<file path="src/rtl/jk_excite_driver.sv">
// jk_excite_driver: turns a stream of desired Q values into J/K drive for an
// external jk_ff. Each target is queued, converted with the JK excitation
// table, applied for one edge, and the flip-flop's Q is then compared with
// the commanded value. Mismatches pulse 'mismatch' and bump a saturating count.
module jk_excite_driver #(
   parameter int DEPTH   = 4,
   parameter int CNT_W   = 8,
   parameter int DC_MODE = 0
) (
   input  logic                     clk,
   input  logic                     rst,
   input  logic                     tgt_valid,
   input  logic                     tgt_data,
   output logic                     tgt_ready,
   output logic                     J,
   output logic                     K,
   input  logic                     Q,
   output logic                     busy,
   output logic                     mismatch,
   output logic [CNT_W-1:0]         err_cnt,
   output logic [$clog2(DEPTH):0]   tgt_level
);

   localparam int               AW       = $clog2(DEPTH);
   localparam logic             DC       = (DC_MODE != 0);
   localparam logic [AW:0]      LVL_FULL = (AW+1)'(DEPTH);
   localparam logic [AW:0]      LVL_ZERO = {(AW+1){1'b0}};
   localparam logic [AW:0]      PTR_ONE  = {{AW{1'b0}}, 1'b1};
   localparam logic [CNT_W-1:0] CNT_MAX  = {CNT_W{1'b1}};
   localparam logic [CNT_W-1:0] CNT_ONE  = {{(CNT_W-1){1'b0}}, 1'b1};

   typedef enum logic [1:0] {INIT, IDLE, DRIVE, CHECK} state_t;

   state_t      state_r, state_nx;
   logic        q_exp_r, q_exp_nx;
   logic        j_nx, k_nx;
   logic        check_s;
   logic        push_s, pop_s, head_s;
   logic [AW:0] wr_ptr_r, rd_ptr_r;
   logic        mem [DEPTH];

   // JK excitation table; the don't-care leg resolves to DC.
   function automatic logic [1:0] excite(input logic q, input logic t);
      case ({q, t})
         2'b00:   excite = {1'b0, DC};
         2'b01:   excite = {1'b1, DC};
         2'b10:   excite = {DC, 1'b1};
         2'b11:   excite = {DC, 1'b0};
         default: excite = {1'b0, 1'b1};
      endcase
   endfunction

   assign tgt_level = wr_ptr_r - rd_ptr_r;
   assign tgt_ready = (tgt_level != LVL_FULL);
   assign push_s    = tgt_valid && tgt_ready;
   assign pop_s     = (state_r == IDLE) && (tgt_level != LVL_ZERO);
   assign head_s    = mem[rd_ptr_r[AW-1:0]];
   assign busy      = (state_r != IDLE) || (tgt_level != LVL_ZERO);

   // FIFO storage: write the offered bit into the tail slot.
   always_ff @(posedge clk) begin
      if (push_s) begin
         mem[wr_ptr_r[AW-1:0]] <= tgt_data;
      end
   end

   // Next-state and next J/K: J/K are only non-zero for the single drive edge.
   always_comb begin
      state_nx = state_r;
      q_exp_nx = q_exp_r;
      j_nx     = 1'b0;
      k_nx     = 1'b0;
      check_s  = 1'b0;
      case (state_r)
         INIT: begin
            q_exp_nx = 1'b0;
            state_nx = CHECK;
         end
         IDLE: begin
            if (pop_s) begin
               {j_nx, k_nx} = excite(q_exp_r, head_s);
               q_exp_nx     = head_s;
               state_nx     = DRIVE;
            end else begin
               state_nx = IDLE;
            end
         end
         DRIVE: begin
            state_nx = CHECK;
         end
         CHECK: begin
            check_s  = 1'b1;
            state_nx = IDLE;
         end
         default: begin
            state_nx = INIT;
         end
      endcase
   end

   // State, J/K drive, check result, error count and FIFO pointers.
   always_ff @(posedge clk or posedge rst) begin
      if (rst) begin
         state_r  <= INIT;
         q_exp_r  <= 1'b0;
         J        <= 1'b0;
         K        <= 1'b1;
         mismatch <= 1'b0;
         err_cnt  <= {CNT_W{1'b0}};
         wr_ptr_r <= LVL_ZERO;
         rd_ptr_r <= LVL_ZERO;
      end else begin
         state_r  <= state_nx;
         q_exp_r  <= q_exp_nx;
         J        <= j_nx;
         K        <= k_nx;
         mismatch <= check_s && (Q != q_exp_r);
         if (check_s && (Q != q_exp_r) && (err_cnt != CNT_MAX)) begin
            err_cnt <= err_cnt + CNT_ONE;
         end
         if (push_s) begin
            wr_ptr_r <= wr_ptr_r + PTR_ONE;
         end
         if (pop_s) begin
            rd_ptr_r <= rd_ptr_r + PTR_ONE;
         end
      end
   end

endmodule

</file>
<file path="config.mk">
export PLATFORM = sky130hd
export DESIGN_NAME = jk_excite_driver
export DESIGN_NICKNAME = d
export VERILOG_FILES = /design/src/rtl/jk_excite_driver.sv
export SDC_FILE = /design/constraint.sdc
export NUM_CORES = 1
export LEC_CHECK = 0
export CAP_MARGIN = 20
export CORE_MARGIN = 2
export CORE_UTILIZATION = 51
export DETAILED_ROUTE_END_ITERATION = 10
export PLACE_DENSITY_LB_ADDON = 0.05
export SLEW_MARGIN = 20
export SYNTH_ARGS = -nofsm -noshare
export SYNTH_HDL_FRONTEND = slang
export SYNTH_SLANG_ARGS = --single-unit
</file>
<file path="constraint.sdc">
create_clock -name clk -period 2.8 [get_ports clk]
set_clock_uncertainty 0.05 [all_clocks]
set_input_delay 0.42 -clock clk [delete_from_list [all_inputs] [get_ports clk]]
set_output_delay 0.42 -clock clk [all_outputs]
set_load 0.03 [all_outputs]
</file>
Word-level counts from Yosys, hierarchy flattened. Memory sizes are Yosys's and may differ from the RTL's. Index checks and enable logic that the tools add are counted.

ROM bits: 0. Memories kept: 1. Logic and storage cells: 48. Latch bits: 0. Bits in registers: 20. Memory bits (writable): 4.

Multipliers: 0. $lt $le $gt $ge: 0. Add/sub/neg operators: 4. Equal/unequal tests: 11. Reductions and logical operators: 12. Bitwise operators: 0. Div/mod/pow operators: 0. Muxes and demuxes: 12. Shift operators: 0.

Memories: mem (depth 4, width 1, read ports 1, clocked after memory_dff 0, write ports 1, RTL line 40) `logic mem [DEPTH];`.

Operator list (number): one-hot mux 2 bit (3 select lines) (2); adder 8 x 1 -> 8 bit (second input constant) (1); == test 2 bit (second input constant) (4); 2-to-1 mux 1 bit (8); != test 8 bit (second input constant) (1); adder 3 x 1 -> 3 bit (second input constant) (2); == test 2 x 1 -> 1 bit (second input constant) (2); logical AND 1 bit (4); logical NOT 2 bit (2); OR reduction 2 bit (2); != test 3 bit (second input constant) (1); nonzero test 3 bit (1); subtractor 3 bit (1); 2-to-1 mux 2 bit (1); != test 2 x 1 -> 1 bit (second input constant) (1); != test 2 bit (second input constant) (1); one-hot mux 1 bit (2 select lines) (1); AND reduction 2 bit (1); nonzero test 2 bit (1); logical OR 1 bit (1); != test 1 bit (1).

Logic depth before layout (Yosys ltp). An unclocked memory read counts as a cell.

Depth after elaboration: 6. Mapped depth: 7.

Worst setup path after synthesis. OpenSTA, ideal clock, no wires.

Path kind: register -> register. Start: register wr_ptr_r[0]. End: register wr_ptr_r[1]. Data arrival time: 2.111 ns. Clock period less this slack: 2.289 ns. Required time: 2.622 ns. Path buffers: 0. Cell stages (with the launch flop): 8. Setup slack: 0.511 ns. Path through: dfrtp_1 > inv_1 > ha_1 > fa_1 > xor3_2 > nand2_2 > nand2_1 > mux2_1.

Word-level cells in the longest chain between the ends: 3.

Ends and longest elaborated chain: start, declared (RTL line 39) `logic [AW:0] wr_ptr_r, rd_ptr_r;`; start signal, assigned (RTL line 122) `wr_ptr_r <= wr_ptr_r + PTR_ONE;`; subtractor 3 bit (RTL line 53) `assign tgt_level = wr_ptr_r - rd_ptr_r;`; via tgt_level[2] (RTL line 21) `output logic [$clog2(DEPTH):0] tgt_level`; != test 3 bit (RTL line 54) `assign tgt_ready = (tgt_level != LVL_FULL);`; via tgt_ready (RTL line 14) `output logic tgt_ready,`; logical AND 1 bit (RTL line 55) `assign push_s = tgt_valid && tgt_ready;`.

The timed path passes the listed nets, and every way through them passes these cells. A chain may end at the register's enable or synchronous reset.

Final worst setup path.
Start: register wr_ptr_r[0]. End: output busy.

Word-level cells in the longest chain between the ends: 3.

Ends and longest elaborated chain: subtractor 3 bit (RTL line 53); nonzero test 3 bit (RTL line 58) `assign busy = (state_r != IDLE) || (tgt_level != LVL_ZERO);`; logical OR 1 bit (RTL line 58); end, declared (RTL line 18) `output logic busy,`.

No other way between the ends.

==> metrics.txt <==
Mapped Nets=111; Synth Area in Simple Gates=between 10% and 20%; XOR/XNOR share of the synthesized area=a little under 9%; dominant cells by area after synthesis=dfrtp_1 (40%), edfxtp_1 (10%), ha_1 (7.4%); drt pass-1 iters=4; slew margin rel.=48.3%; WP data arrival=2.26 ns; ANT cells=0; Placed Cells=147; initial antenna violation count=0; die height=52.3 um; gr ovfl total=0; Post-Synth Adder-Cell Area=9.06%; worst hold path type=primary input to asynchronous set/reset pin; Cells after Synth=98; Finished Layout Cells=153; max_cap viols=0; total global-route track usage=between 10% and 20%; Vias per Instance=5.40; largest family of logic cells by synthesized area=simple AND/OR/NAND/NOR gates; DR iter-0 viols=10; cell chain of the critical path=inv_1 > ha_1 > fa_1 > xor3_2 > nor2_2 > nand2_1 > clkdlybuf4s15_2; pin count of the biggest net entering global routing=21; share of cells above drive strength 1=between 10% and 20%; status=complete, no violations; crit start category=register; clk_lat worst skew=0.33 ns; Critical Path RT=2.33 ns; Yosys cell types=29; CP max stage delay=0.43 ns; CTS Root Cell=clkbuf_4; mapped cell area=0.00119 sq mm; syn avg cell area=between 10 and 15 sq um; die width=52.3 um; Core Region=0.00221 sq mm; final worst-path cycle share=97.6%; number of port buffers=20; cts bufs inserted=3; Worst setup EP type=output pin; CTS Hold Bufs=0; Syn. warnings=0; Reg2Reg Depth=7; DRC=0; Yosys reg bits=24; r2r setup slk=0.63 ns; crit-path max FO=5; total die area=0.00273 sq mm; count of final setup violators=0; RD Place Congestion=about 0.76; CP Class=register to output pin; Rows=17; Longest Clk Path Bufs=2; WL final=around 2100 um; clk sinks=24; Max Fclk=366 MHz; first-pass GRT wire length=3450 um; Compound-Gate Fraction of Synth Area=3.06%; Final Critical Period=2.73 ns; DR WL/cell=13.6 um; CTS tree=built; RR Startpoint=wr_ptr_r[0]; Slowest cell on crit path=fa_1; DP HPWL=1550 um; Post-synth top cells=dfrtp_1 (19), nand2_1 (11), ha_1 (7); Pins Over Slew Limit=0; final net count=about 140; most frequent cell after synthesis=dfrtp_1; top_reg_cell synth=dfrtp_1; Post-synth EDFFs=4; post-synthesis mux area share=7.90%; H-tree depth=1; Initial Util=53.7%; worst-margin pin slew=0.774 ns; Reg clk slew, reported paths=about 0.14 ns; RSZ-0062 raised after global routing=true; total number of vias=826; Final Util=between 60% and 70%; R2R Path End=wr_ptr_r[1]; post-synthesis sequential area ratio=52.4%; I/O pin total=21; vias in the first global route=778; Layout Area Growth over Synthesis=25.5%; cell taking the most area after synthesis=dfrtp_1; ys async rst share=a little over four fifths; top cell type's share of synthesized area=40.0%; Final Hold Viols=0; Antenna Violating Nets Remaining=0
metrics by stage:
step	hold slack, ns	TNS, ns	area (sq um)	worst slack [ns]
6_report	0.466	0	1490	0.0683
2_1_floorplan	0.333	0	1190	0.511
5_1_grt	0.494	-0.0635	1490	-0.0635
3_5_place_dp	0.453	0	1430	0.0728
4_1_cts	0.479	0	1480	0.00337
3_3_place_gp	0.436	0	1430	0.143
cells by family after synthesis:
kind of cell | Yosys count
and+or+nand+nor | 39
DFF | 24
adders and majority gates | 8
buffers and inverters | 6
muxes | 7
AOI/OAI and AO/OA | 4
xor gates and xnor gates | 10
layout by cell type (no fill, tap or decap), types with 4 or more instances in the layout:
cell type	synthesis	routed
dfrtp_1	19	19
clkdlybuf4s50_1	0	17
nand2_1	11	11
ha_1	7	7
xnor2_1	6	6
nand3_1	6	6
inv_1	6	6
and3_1	5	5
edfxtp_1	4	4
registers in the layout, summed over array words and instances (netlist names):
| name | cells |
|---|---|
| mem | 4 |
| rd_ptr_r | 3 |
| J | 1 |
| err_cnt | 8 |
| wr_ptr_r | 3 |
| state_r | 2 |
| mismatch | 1 |
| q_exp_r | 1 |
| K | 1 |
worst max-delay path: cells and delay by family (launching register included):
family / cells / cell delay (ns)
DFF: 1 / 0.40
xor gates and xnor gates: 1 / 0.31
buffers and inverters: 2 / 0.38
and+or+nand+nor: 2 / 0.21
adders and majority gates: 2 / 0.65
worst max path at each step:
| stage | from | cells after the start | slack (ns) | end |
|---|---|---|---|---|
| global route | wr_ptr_r[0] | 7 | -0.06 | busy |
| global placement | wr_ptr_r[0] | 6 | 0.14 | tgt_ready |
| detailed placement | wr_ptr_r[0] | 7 | 0.07 | busy |
| CTS | wr_ptr_r[0] | 6 | 0.003 | tgt_ready |
| finish | wr_ptr_r[0] | 7 | 0.07 | busy |
| floorplan | wr_ptr_r[0] | 7 | 0.51 | wr_ptr_r[1] |
routing by layer:
| layer | track usage (%) | wire (um) | up-vias |
|---|---|---|---|
| met3 | 4.29 | 67 | 5 |
| met1 | 23.3 | 944 | 412 |
| met2 | 28.9 | 1030 | 18 |
| met5 | 0 | 0 | - |
| li1 | - | - | 391 |
| met4 | 7.69 | 34 | 0 |
area by class of cell:
class,count,area (sq um)
multi-input combinational,68,546
clock buffer,4,47.5
tap,28,35.0
timing repair buffer,23,218
sequential,24,622
fill,184,722
inverter,6,22.5
repair_timing:
action,4_1_cts,5_1_grt
endpoints found under the setup margin,3,4
gates resized for setup,6,2
setup buffers,0,2
Power is not shown: default switching activity piles up to over one toggle a cycle in this logic, so the estimate is an artifact.
==> patch 1: new RTL, same settings <==
Change the parameter `DEPTH` from 4 to 2.
--- a/src/rtl/jk_excite_driver.sv
+++ b/src/rtl/jk_excite_driver.sv
@@ -3,7 +3,7 @@
 // table, applied for one edge, and the flip-flop's Q is then compared with
 // the commanded value. Mismatches pulse 'mismatch' and bump a saturating count.
 module jk_excite_driver #(
-   parameter int DEPTH   = 4,
+   parameter int DEPTH   = 2,
    parameter int CNT_W   = 8,
    parameter int DC_MODE = 0
 ) (
Ports: changed (resized tgt_level); port bits go from 21 to 20. No check against the original RTL was run, so the function may have changed too.
==> patch 1 against the unedited design <==
- sequential cell count shrank 4
- worst setup slack gained 0.25 ns
- cell area shrank 22%
- final cell count shrank 22%
- core utilization grew 1.3 points
- via count shrank 23%
- critical path depth shrank 2
- routed wire length shrank 31%
- hold slack lost 0.021 ns
- area after synthesis shrank 25%
- largest cell class unchanged
==> patch 1: results (changes against the unedited design) <==
[status]
status=finished clean

[yosys]
synth_commonest_cells=dfrtp_1, inv_1, nand2_1, nand3_1, xnor2_1
synthesis.nets=86  ; -23%
yosysWarnings=0  ; unchanged
synth_edf_count=2  ; -2
synth_area_leaders=dfrtp_1, edfxtp_1, xnor2_1, xor2_1, mux2_2
synthArstFlopShare_pct=90.00  ; +6.7 points
synth_cell_type_count=25  ; -14%
yosysSeqAreaShare_pct=57.12  ; +4.8 points

[finish]
largest_register_ff_count=8  ; unchanged
top_register=err_cnt
final_nets=110  ; -21%
drive_gt1_share_pct=10.78  ; -4.4 points
diodes=0  ; unchanged

[global_routing]
grt_pass1_wl_um=2346  ; -32%
grt_antenna_before_repair=0  ; unchanged
grt_pass1_vias=543  ; -30%
grt_max_degree=19  ; -9.5%
track_usage_pct=16.21  ; -1.8 points

[detailed_routing]
via_per_inst=5.361  ; -0.69%
dr.pass1.iters=3  ; -1
drt_iter0_drc=13  ; +3
routed_wl_um=1440  ; -31%

[critical_path]
arrival_ns=2.01  ; -0.25 ns
crit_fanout=4  ; -1

[cts]
clk_latency_ns=0.30  ; -0.03 ns
cts_max_path_buffers=2  ; unchanged
cts_resized=0  ; -6
cts_root_buf=clkbuf_4
clk_pin_slew_ns=0.11  ; -0.03 ns
post_cts_buffers=0  ; unchanged
cts_htree_levels=1  ; unchanged
cts-buffers-inserted=3  ; unchanged

[power]
p_leak_nw=0.5097
intPower_mw=0.9423
vdd_drop_max_uv=1041

[job]
drv_cap=0  ; unchanged

[placement]
pre_cts_slack_ns=0.6515  ; +0.5786 ns
gp_congestion=0.7641  ; about the same
numPortBuffers=19  ; -5.0%
post-dp-hpwl_um=1054  ; -32%

[hold_path]
hold_path_class=input pin to async pin

[sta]
relSlewSlack_pct=56.46  ; +8.1 points
hold_viol_final=0  ; unchanged

-- patch 1: area by class of cell --
cell class	count	area [um^2]
Timing Repair Buffer	19	190.2
Tap cell	17	21.27
Multi-Input combinational cell	53	361.6
Fill cell	138	529.3
Clock inverter	1	30.03
Inverter	6	22.52
Sequential cell	20	511.7
Clock buffer	3	22.52
-- patch 1: metrics by stage --
step	area (um^2)	utilization [%]	instances	hold WS, ns	power, mW
final	1160	68.67	119	0.4458	1.639
after CTS	1160	68.67	119	0.4561	1.656
after floorplan	895.9	-	79	0.3078	1.107
after global placement	1107	65.56	115	0.4286	1.406
after global routing	1160	68.67	119	0.4798	1.746
after detailed placement	1107	65.56	115	0.4366	1.418
-- patch 1: metal layers --
layer	share of wire [%]	wire length [um]	global-route usage, %
met5	0	0	0
met4	0.90	13	6.857
met3	4.0	57	5.952
met2	47	678	23.89
met1	48	690	21.37
-- patch 1: path summary, 6_finish.rpt --
path / start / to / slack, ns / cells past startpoint
max: wr_ptr_r[0] / busy / 0.32 / 5
min: rst / err_cnt[4] / 0.45 / 2
max reg2reg: err_cnt[0] / err_cnt[1] / 1.21 / 5
min reg2reg: wr_ptr_r[1] / wr_ptr_r[1] / 0.45 / 1
max in group asynchronous: rst / J / 1.84 / 2
min in group clk: wr_ptr_r[1] / wr_ptr_r[1] / 0.45 / 1
-- patch 1: cells by family (layout without fill, tap and decap cells) --
group	after synthesis	after routing	share of synthesized area [%]
DFF	20	20	57.12
adders and majority gates	2	2	2.793
AOI/OAI and AO/OA	6	6	4.051
buffers and inverters	6	29	2.514
muxes	4	4	4.888
and+or+nand+nor	30	30	17.88
xor gates and xnor gates	11	11	10.75
-- patch 1: critical path, stage by stage, from the launching register on --
cell,delay [ns]
dfrtp_1,0.41
inv_1,0.06
ha_1,0.33
and2_1,0.17
nand3b_1,0.08
clkdlybuf4s50_1,0.66
-- patch 1: power by group through the flow --
stage	clock [mW]	sequential, mW	combinational [mW]
floorplan	0	0.635	0.472
global placement	0	0.536	0.870
detailed placement	0	0.540	0.877
CTS	0.238	0.534	0.884
global route	0.253	0.551	0.943
finish	0.231	0.534	0.874
==> patch 2: new RTL, same settings <==
Made on the original files. Put a register stage on the output `tgt_level`, with the module's reset. The value now appears one clock later. The other outputs are not delayed to match.
--- a/src/rtl/jk_excite_driver.sv
+++ b/src/rtl/jk_excite_driver.sv
@@ -31,6 +31,8 @@
 
    typedef enum logic [1:0] {INIT, IDLE, DRIVE, CHECK} state_t;
 
+   logic [$clog2(DEPTH):0] tgt_level_d;
+
    state_t      state_r, state_nx;
    logic        q_exp_r, q_exp_nx;
    logic        j_nx, k_nx;
@@ -50,12 +52,12 @@
       endcase
    endfunction
 
-   assign tgt_level = wr_ptr_r - rd_ptr_r;
-   assign tgt_ready = (tgt_level != LVL_FULL);
+   assign tgt_level_d = wr_ptr_r - rd_ptr_r;
+   assign tgt_ready = (tgt_level_d != LVL_FULL);
    assign push_s    = tgt_valid && tgt_ready;
-   assign pop_s     = (state_r == IDLE) && (tgt_level != LVL_ZERO);
+   assign pop_s     = (state_r == IDLE) && (tgt_level_d != LVL_ZERO);
    assign head_s    = mem[rd_ptr_r[AW-1:0]];
-   assign busy      = (state_r != IDLE) || (tgt_level != LVL_ZERO);
+   assign busy      = (state_r != IDLE) || (tgt_level_d != LVL_ZERO);
 
    // FIFO storage: write the offered bit into the tail slot.
    always_ff @(posedge clk) begin
@@ -127,5 +129,13 @@
       end
    end
 
+   always_ff @(posedge clk or posedge rst) begin
+      if (rst) begin
+         tgt_level <= '0;
+      end else begin
+         tgt_level <= tgt_level_d;
+      end
+   end
+
 endmodule
 
Behaviour: not the same (a bounded check fails within 4 cycles, from zero or initial values and one cycle with rst high).
==> patch 2 against the unedited design <==
- cell area rose by 5.2%
- non-clock buffer count fell by 1
- synthesized cell count rose by 9.2%
- routed wire length fell by 1.1%
- die area rose by 8.7%
- count of clock-buffer cells in the layout did not move
- worst setup slack improved by 0.18 ns
- core utilization fell by 3.5 points
- sequential share of layout area rose by 2.7 points
- area after synthesis rose by 9.4%
- sequential cell count rose by 3
- fmax rose by 6.9%
==> patch 2: results (changes against the unedited design) <==
[placement]
pre_cts_slack_ns=0.09340  ; +0.02055 ns
dpl_cell_area_mm2=0.001544  ; +8.0%
dp_cells=158  ; +7.5%

[critical_path]
rrSetupSlack_ns=0.75  ; +0.12 ns
critical_path.max_stage_delay_ns=0.41  ; -0.02 ns
rr_worst_depth=6  ; -1
arrival_ns=2.08  ; -0.18 ns
reg2reg_to=rd_ptr_r[1]

[global_routing]
grt_use_met3_pct=2.459  ; -1.8 points
track_usage_pct=17.17  ; -0.84 points
grt_max_degree=24  ; +14%
grt_util_met2_pct=30.52  ; +1.6 points
grt_pass1_vias=841  ; +8.1%
grt_pass1_wl_um=3491  ; +1.2%
grtUsageMet1_pct=19.46  ; -3.8 points

[yosys]
synth_area_leaders=dfrtp_1, edfxtp_1, ha_1, mux2_1, nand2_1
synth_commonest_cells=dfrtp_1, nand2_1, ha_1, inv_1, nor2_1
synthesis.nets=120  ; +8.1%
synth_cell_type_count=35  ; +21%
synthArstFlopShare_pct=85.19  ; +1.9 points

[sta]
worst_slack_ns=0.2454  ; +0.1771 ns

[detailed_routing]
routedWlPerCell_um=12.58  ; -7.2%
vias=834  ; +0.97%
drt_iter0_drc=6  ; -4
routed_wl_um=2051  ; -1.1%

[hold_path]
hold_path_class=flip-flop to flip-flop

[status]
status=finished clean

[finish]
drive_gt1_share_pct=13.53  ; -1.7 points

## patch 2: per-stage QoR
stage | total power, mW | hold WS (ns)
finish | 2.005 | 0.4636
global route | 2.179 | 0.4872
CTS | 2.044 | 0.4594
detailed placement | 1.877 | 0.4404
global placement | 1.853 | 0.4275
floorplan | 1.518 | 0.3712
## patch 2: area by class of cell
| class | instances | area, um^2 |
|---|---|---|
| fillers | 210 | 887.1 |
| flip-flops and latches | 27 | 696.9 |
| well taps | 30 | 37.54 |
| inverters | 8 | 30.03 |
| repair buffers | 22 | 205.2 |
| clock buffers | 4 | 26.28 |
| multi-input cells | 72 | 571.8 |
## patch 2: worst min path at each step
| stage | from | endpoint | slack, ns |
|---|---|---|---|
| 5_1_grt | err_cnt[6] | err_cnt[6] | 0.49 |
| 3_5_place_dp | err_cnt[6] | err_cnt[6] | 0.44 |
| 4_1_cts | err_cnt[6] | err_cnt[6] | 0.46 |
| 3_3_place_gp | err_cnt[6] | err_cnt[6] | 0.43 |
| 2_1_floorplan | rst | J | 0.37 |
| 6_report | err_cnt[6] | err_cnt[6] | 0.46 |
## patch 2: where the power goes
part | total (mW) | internal (mW) | switching [mW]
Sequential | 0.705 | 0.569 | 0.135
Combinational | 1.13 | 0.514 | 0.621
Clock | 0.166 | 0.0558 | 0.110
## patch 2: logic make-up after synthesis
logic type	Yosys count	synth area share [%]
mux	7	7.128
simple gates	39	16.76
compound gates	11	5.876
xor+xnor	7	5.973
fa+ha+maj	8	8.285
flops	27	53.66
buf+inv	8	2.312
## patch 2: timing repair
| action | 4_1_cts | 5_1_grt |
|---|---|---|
| setup buffers | 1 | 0 |
| resized for setup | 2 | 4 |
| setup endpoints to repair | 2 | 2 |
## patch 2: metal layers
layer  vias up  wire length [um]
met5         -                 0
met1       398               882
met3         5                73
met2        15              1045
met4         0                49
li1        416                 -
